File: src/rtl/bin_search_ctrl.sv
// bin_search_ctrl
//   Sequencer for a binary search over an ascending, unsigned synchronous RAM.
//   Latches the target on start, then probes the RAM at the lo/hi midpoint. Each
//   probe waits RD_LAT cycles for the read data, then narrows the lo/hi window or
//   finishes. The result is held under a level done handshake.
//
// Ports
//   clk      in   rising-edge clock
//   reset    in   asynchronous, active-high; abandons any search and returns to idle
//   start    in   level request, sampled only while idle or done
//   target   in   search value, latched when a search starts
//   rd_en    out  RAM read strobe, one cycle per probe
//   rd_addr  out  RAM read address (current midpoint)
//   rd_data  in   RAM read data, valid RD_LAT cycles after rd_en
//   busy     out  search in progress
//   done     out  result available; held until start is released
//   found    out  match flag, meaningful while done
//   loc      out  matching address, meaningful while done and found
//   steps    out  compares made in the current or last search
module bin_search_ctrl #(
  parameter int ADDR_W = 5,
  parameter int DATA_W = 8,
  parameter int RD_LAT = 1
) (
  input  logic              clk,
  input  logic              reset,
  input  logic              start,
  input  logic [DATA_W-1:0] target,
  output logic              rd_en,
  output logic [ADDR_W-1:0] rd_addr,
  input  logic [DATA_W-1:0] rd_data,
  output logic              busy,
  output logic              done,
  output logic              found,
  output logic [ADDR_W-1:0] loc,
  output logic [ADDR_W:0]   steps
);

  typedef enum logic [2:0] {
    S_IDLE    = 3'd0,
    S_ISSUE   = 3'd1,
    S_WAIT    = 3'd2,
    S_COMPARE = 3'd3,
    S_DONE    = 3'd4
  } state_t;

  // WAIT lasts RD_LAT-1 cycles; the counter is loaded with RD_LAT-2 and exits at zero.
  localparam int              WAIT_INIT_I = (RD_LAT > 1) ? (RD_LAT - 2) : 0;
  localparam logic [1:0]      WAIT_INIT   = WAIT_INIT_I[1:0];
  localparam logic [ADDR_W-1:0] ADDR_ZERO = {ADDR_W{1'b0}};
  localparam logic [ADDR_W-1:0] ADDR_ONES = {ADDR_W{1'b1}};
  localparam logic [ADDR_W-1:0] ADDR_ONE  = {{(ADDR_W-1){1'b0}}, 1'b1};
  localparam logic [ADDR_W:0]   STEP_ZERO = {(ADDR_W+1){1'b0}};
  localparam logic [ADDR_W:0]   STEP_ONE  = {{ADDR_W{1'b0}}, 1'b1};

  state_t              state_r, state_s;
  logic [ADDR_W-1:0]   lo_r, lo_s;
  logic [ADDR_W-1:0]   hi_r, hi_s;
  logic [ADDR_W-1:0]   mid_r, mid_s;
  logic [ADDR_W-1:0]   loc_r, loc_s;
  logic [DATA_W-1:0]   tgt_r, tgt_s;
  logic [ADDR_W:0]     steps_r, steps_s;
  logic                found_r, found_s;
  logic [1:0]          wcnt_r, wcnt_s;
  logic                rd_en_r, busy_r, done_r;

  // Midpoint formed one bit wider so lo+hi cannot overflow before the halving.
  function automatic logic [ADDR_W-1:0] mid_of(input logic [ADDR_W-1:0] lo_v,
                                               input logic [ADDR_W-1:0] hi_v);
    return ADDR_W'(({1'b0, lo_v} + {1'b0, hi_v}) >> 1);
  endfunction

  // Next-state and next-datapath logic for the search loop.
  always_comb begin
    state_s = state_r;
    lo_s    = lo_r;
    hi_s    = hi_r;
    tgt_s   = tgt_r;
    steps_s = steps_r;
    found_s = found_r;
    loc_s   = loc_r;
    wcnt_s  = wcnt_r;
    case (state_r)
      S_IDLE: begin
        if (start) begin
          tgt_s   = target;
          lo_s    = ADDR_ZERO;
          hi_s    = ADDR_ONES;
          steps_s = STEP_ZERO;
          found_s = 1'b0;
          state_s = S_ISSUE;
        end else begin
          state_s = S_IDLE;
        end
      end
      S_ISSUE: begin
        if (RD_LAT > 1) begin
          wcnt_s  = WAIT_INIT;
          state_s = S_WAIT;
        end else begin
          state_s = S_COMPARE;
        end
      end
      S_WAIT: begin
        if (wcnt_r == 2'd0) begin
          state_s = S_COMPARE;
        end else begin
          wcnt_s = wcnt_r - 2'd1;
        end
      end
      S_COMPARE: begin
        steps_s = steps_r + STEP_ONE;
        if (rd_data == tgt_r) begin
          found_s = 1'b1;
          loc_s   = mid_r;
          state_s = S_DONE;
        end else if (rd_data < tgt_r) begin
          // Window already collapsed at the top: stepping lo past hi would wrap.
          if (mid_r == hi_r) begin
            found_s = 1'b0;
            state_s = S_DONE;
          end else begin
            lo_s    = mid_r + ADDR_ONE;
            state_s = S_ISSUE;
          end
        end else begin
          // Window already collapsed at the bottom: hi=mid-1 would underflow.
          if (mid_r == lo_r) begin
            found_s = 1'b0;
            state_s = S_DONE;
          end else begin
            hi_s    = mid_r - ADDR_ONE;
            state_s = S_ISSUE;
          end
        end
      end
      S_DONE: begin
        if (start) begin
          state_s = S_DONE;
        end else begin
          state_s = S_IDLE;
        end
      end
      default: begin
        state_s = S_IDLE;
      end
    endcase
    // The probe address is fixed on entry to ISSUE so rd_addr can be registered.
    if (state_s == S_ISSUE) begin
      mid_s = mid_of(lo_s, hi_s);
    end else begin
      mid_s = mid_r;
    end
  end

  // State register.
  always_ff @(posedge clk or posedge reset) begin
    if (reset) begin
      state_r <= S_IDLE;
    end else begin
      state_r <= state_s;
    end
  end

  // Datapath registers and registered status outputs decoded from the next state.
  always_ff @(posedge clk or posedge reset) begin
    if (reset) begin
      lo_r    <= ADDR_ZERO;
      hi_r    <= ADDR_ONES;
      mid_r   <= ADDR_ZERO;
      loc_r   <= ADDR_ZERO;
      tgt_r   <= {DATA_W{1'b0}};
      steps_r <= STEP_ZERO;
      found_r <= 1'b0;
      wcnt_r  <= 2'd0;
      rd_en_r <= 1'b0;
      busy_r  <= 1'b0;
      done_r  <= 1'b0;
    end else begin
      lo_r    <= lo_s;
      hi_r    <= hi_s;
      mid_r   <= mid_s;
      loc_r   <= loc_s;
      tgt_r   <= tgt_s;
      steps_r <= steps_s;
      found_r <= found_s;
      wcnt_r  <= wcnt_s;
      rd_en_r <= (state_s == S_ISSUE);
      busy_r  <= (state_s == S_ISSUE) || (state_s == S_WAIT) || (state_s == S_COMPARE);
      done_r  <= (state_s == S_DONE);
    end
  end

  assign rd_en   = rd_en_r;
  assign rd_addr = mid_r;
  assign busy    = busy_r;
  assign done    = done_r;
  assign found   = found_r;
  assign loc     = loc_r;
  assign steps   = steps_r;

endmodule

File: config.mk
export PLATFORM = sky130hd
export DESIGN_NAME = bin_search_ctrl
export DESIGN_NICKNAME = d
export VERILOG_FILES = /design/src/rtl/bin_search_ctrl.sv
export SDC_FILE = /design/constraint.sdc
export NUM_CORES = 1
export LEC_CHECK = 0
export ABC_AREA = 1
export BUFFER_PORTS_ARGS = -buffer_cell sky130_fd_sc_hd__buf_2
export CORE_ASPECT_RATIO = 0.9
export CORE_MARGIN = 2
export CORE_UTILIZATION = 29
export DETAILED_ROUTE_END_ITERATION = 12
export HOLD_SLACK_MARGIN = 0.03
export PLACE_DENSITY = 0.47
export RECOVER_POWER = 50
export SKIP_LAST_GASP = 1
export SLEW_MARGIN = 20
export SYNTH_ARGS = -nofsm -noshare
export SYNTH_HDL_FRONTEND = slang
export SYNTH_SLANG_ARGS = --single-unit
export TNS_END_PERCENT = 30
File: constraint.sdc
create_clock -name clk -period 6.15 [get_ports clk]
set_input_delay 1.23 -clock clk [delete_from_list [all_inputs] [get_ports clk]]
set_output_delay 1.23 -clock clk [all_outputs]
set_load 0.02 [all_outputs]
==> impl_metrics.csv <==
group,metric,value,unit
yosys,synth_cell_types,34,
routing,dr.pass1.iters,4,
yosys,synthesis.area,0.00257,mm²
min_path,hold_class,"reg2reg",
pwr,finalPower,1.67,mW
critical_path,rrSetupSlack,2.67,ns
sta,fin_skew,0.00766,ns
die,start_util,29.8,%
critical_path,crit_path_cell_trace,"clkbuf_1, inv_1, nor2_1, inv_1, nand3_1, o21ai_2, inv_1, nor2_1, fa_1, nand3_1, nand2_1, xor2_1, o21ai_0",
sta,maxSlewHeadroom,-61.6,%
pwr,seq_power_share,30.4,%
sta,post-route-min-period,3.93,ns
pwr,power.net_switching,0.826,mW
yosys,yosys.area.top_type,"dfrtp_1",
critical_path,crit_path_start_kind,"input pin",
die,core,0.00861,mm²
sta,hold_violations,0,
die,die_x,103,µm
critical_path,crit_top_cell,"inv_1",
critical_path,critPathTopFamily,"simple AND/OR/NAND/NOR gates",
cells_and_area,utilization,34.3,%
sta,fmax,255,MHz
sta,final_max_slew_viol_count,44,
global_routing,track_usage,12.9,%
clocking,cts_tree,"built",
sta,finalSetupViolations,0,
cells_and_area,final_nets,390,
cells_and_area,num_antenna_cells,0,
yosys,synth_edf_count,0,
place,io_buffer_count,38,
yosys,netlist_top_cells_area,"dfrtp_1, nand2_1, ha_1",
sta,whs,0.479,ns
sta,finalWorstSetupSlack,2.22,ns
clocking,postCtsSetupBuffers,0,
flow_run,max_cap_viol_count,1,
global_routing,grt_max_degree,44,
sta,worstMarginPinSlew,2.42,ns
die,rows,32,
critical_path,critical_path_class,"in2reg",
yosys,syn_nets,349,
die,dieArea,0.00963,mm²
critical_path,slowest_delay,0.86,ns
pwr,p_leak,1.56,nW
clocking,cts_buffers,5,
yosys,synth_flop_cell,"dfrtp_1",
die,die_h,93.3,µm
critical_path,cp_slowest_cell,"nor2_1",
critical_path,crit_buf_inv,4,
yosys,netlist_instances,313,
critical_path,crit_arrival,4.13,ns
cells_and_area,area_delta_synth_final,15.1,%
pwr,power_density,564,mW/mm²
cells_and_area,drive_gt1_share,22.3,%
yosys,yosys_warnings,0,
place,post-dp-hpwl,4240,µm
global_routing,gr-total-overflow,0,
place,post-place-ws,2.48,ns
clocking,max-clock-path-buffers,2,
global_routing,first_global_vias,2027,
pwr,max-vdd-ir-drop,0.151,mV
place,gp_congestion,0.782,
routing,vias_per_cell,4.32,
sta,fin_crit_sh,63.8,%
clocking,clock_sinks,43,
critical_path,worst-path-max-fanout,18,
routing,drt_wl_total,5620,µm
clocking,clk_pin_slew_worst_paths,0.08,ns
clocking,root_buffer,"clkbuf_8",
yosys,async_reset_ff_share,100,%
sta,fin_tns_setup,0,ns
pwr,internal-power,0.840,mW
global_routing,grt_pass1_wl,9600,µm
routing,drc_errors,0,
clocking,ctsHoldBuffers,0,
sta,rsz0062_at_grt,"false",
outcome,violations,"capacitance limit, slew limit",
clocking,insertion_delay,0.30,ns
yosys,yosysTopAreaCellShare,37.0,%
yosys,synth.avg_cell_area,8.21,µm²
routing,wl_per_cell,11.9,µm
pwr,power_frac_comb,58.9,%
global_routing,antenna_found_initial,0,
clocking,cts_resized,0,
die,boundaryPins,39,
clocking,h-tree-depth,2,
yosys,ys_ff_latch,43,
outcome,status,"finished, violations left",
pwr,p_sw_share,49.6,%
critical_path,crit_path_end_kind,"register",
routing,ant_nets,0,
routing,dr.first_iter.drc_count,93,
yosys,ys_seq_area_share,42.1,%
routing,vias,2049,
pwr,pwr-share-clk,10.7,%
critical_path,worstPathRequired,6.36,ns
[layer usage]
metal  global-route usage (%)  vias to the layer above  wire length, µm
li1                         -                     1077                -
met1                     18.0                      933             2870
met2                     20.1                       34             2460
met3                     2.54                        5              230
met4                     3.62                        0               59
met5                        0                        -                0
[stage by stage]
| stage | cell area, µm² | instances |
|---|---|---|
| 6_report | 2960 | 474 |
| 5_1_grt | 2960 | 474 |
| 4_1_cts | 2970 | 474 |
| 3_5_place_dp | 2890 | 466 |
| 3_3_place_gp | 2890 | 466 |
| 2_1_floorplan | 2570 | 313 |
[flip-flops by register name, summed over array words and instances, names as in the netlist]
signal / count
busy: 1
steps: 6
found: 1
rd_addr: 5
done: 1
rd_en: 1
hi_r: 5
lo_r: 5
tgt_r: 8
loc: 5
wcnt_r: 2
state_r: 3
[worst register-to-register path, delay by kind of cell (launching register included)]
| kind | cells | cell delay [ns] |
|---|---|---|
| adder cells (fa/ha/maj) | 1 | 0.39 |
| flip-flops | 1 | 0.41 |
| XOR/XNOR | 1 | 0.13 |
| AND/OR/NAND/NOR | 7 | 1.56 |
| AO/OA/AOI/OAI | 2 | 0.27 |
| buffers and inverters | 2 | 0.63 |
[layout by cell type (no fill, tap or decap), drive strengths merged]
master / netlist / final
nand2: 90 / 90
inv: 58 / 57
dfrtp: 38 / 38
buf: 3 / 36
nand3: 27 / 27
o21ai: 20 / 20
ha: 16 / 16
nor2: 16 / 16
clkbuf: 2 / 10
xor2: 7 / 7
a21oi: 7 / 7
o22ai: 6 / 6
xnor2: 5 / 5
dfstp: 5 / 5
nor3: 5 / 5
a211oi: 2 / 2
nand4: 2 / 2
clkinv: 0 / 2
a21o: 1 / 1
a32o: 1 / 1
mux2: 1 / 1
fa: 1 / 1
[final timing paths]
| path | start | end | depth (start not counted) |
|---|---|---|---|
| max reg2reg | state_r[0] | rd_addr[3] | 13 |
| min reg2reg | found | found | 2 |
| min in group asynchronous | reset | tgt_r[2] | 3 |
| max | start | rd_addr[3] | 13 |
| max in group asynchronous | reset | rd_addr[2] | 3 |
| min | found | found | 2 |
[power groups by stage]
stage | clock network (mW) | logic [mW] | registers (mW)
3_5_place_dp | 0 | 0.991 | 0.513
5_1_grt | 0.200 | 1.13 | 0.524
6_report | 0.178 | 0.982 | 0.507
2_1_floorplan | 0 | 0.734 | 0.536
4_1_cts | 0.186 | 1.00 | 0.508
3_3_place_gp | 0 | 0.994 | 0.514
[synthesized netlist by cell type (5+ instances only)]
master   number
a21oi_1       6
dfrtp_1      38
dfstp_2       5
ha_1         16
inv_1        46
inv_2        12
nand2_1      84
nand3_1      21
nor2_1       11
o21ai_0      19
o22ai_1       6
xnor2_1       5
xor2_1        7
[layout make-up]
class / instances / area [µm²]
clock buffers: 7 / 76.3
flip-flops and latches: 43 / 1080
multi-input cells: 207 / 1230
repair buffers: 39 / 191
fillers: 905 / 5650
clock inverters: 1 / 5.00
well taps: 119 / 149
inverters: 58 / 218
[cells by family after synthesis]
group | Yosys count | share of synthesized area (%)
simple gates | 140 | 26.9
buf+inv | 63 | 9.55
flops | 43 | 42.1
compound gates | 37 | 8.28
fa+ha+maj | 17 | 8.57
xor+xnor | 12 | 4.09
mux | 1 | 0.438
Note: power is estimated with default switching activity, not from simulation.
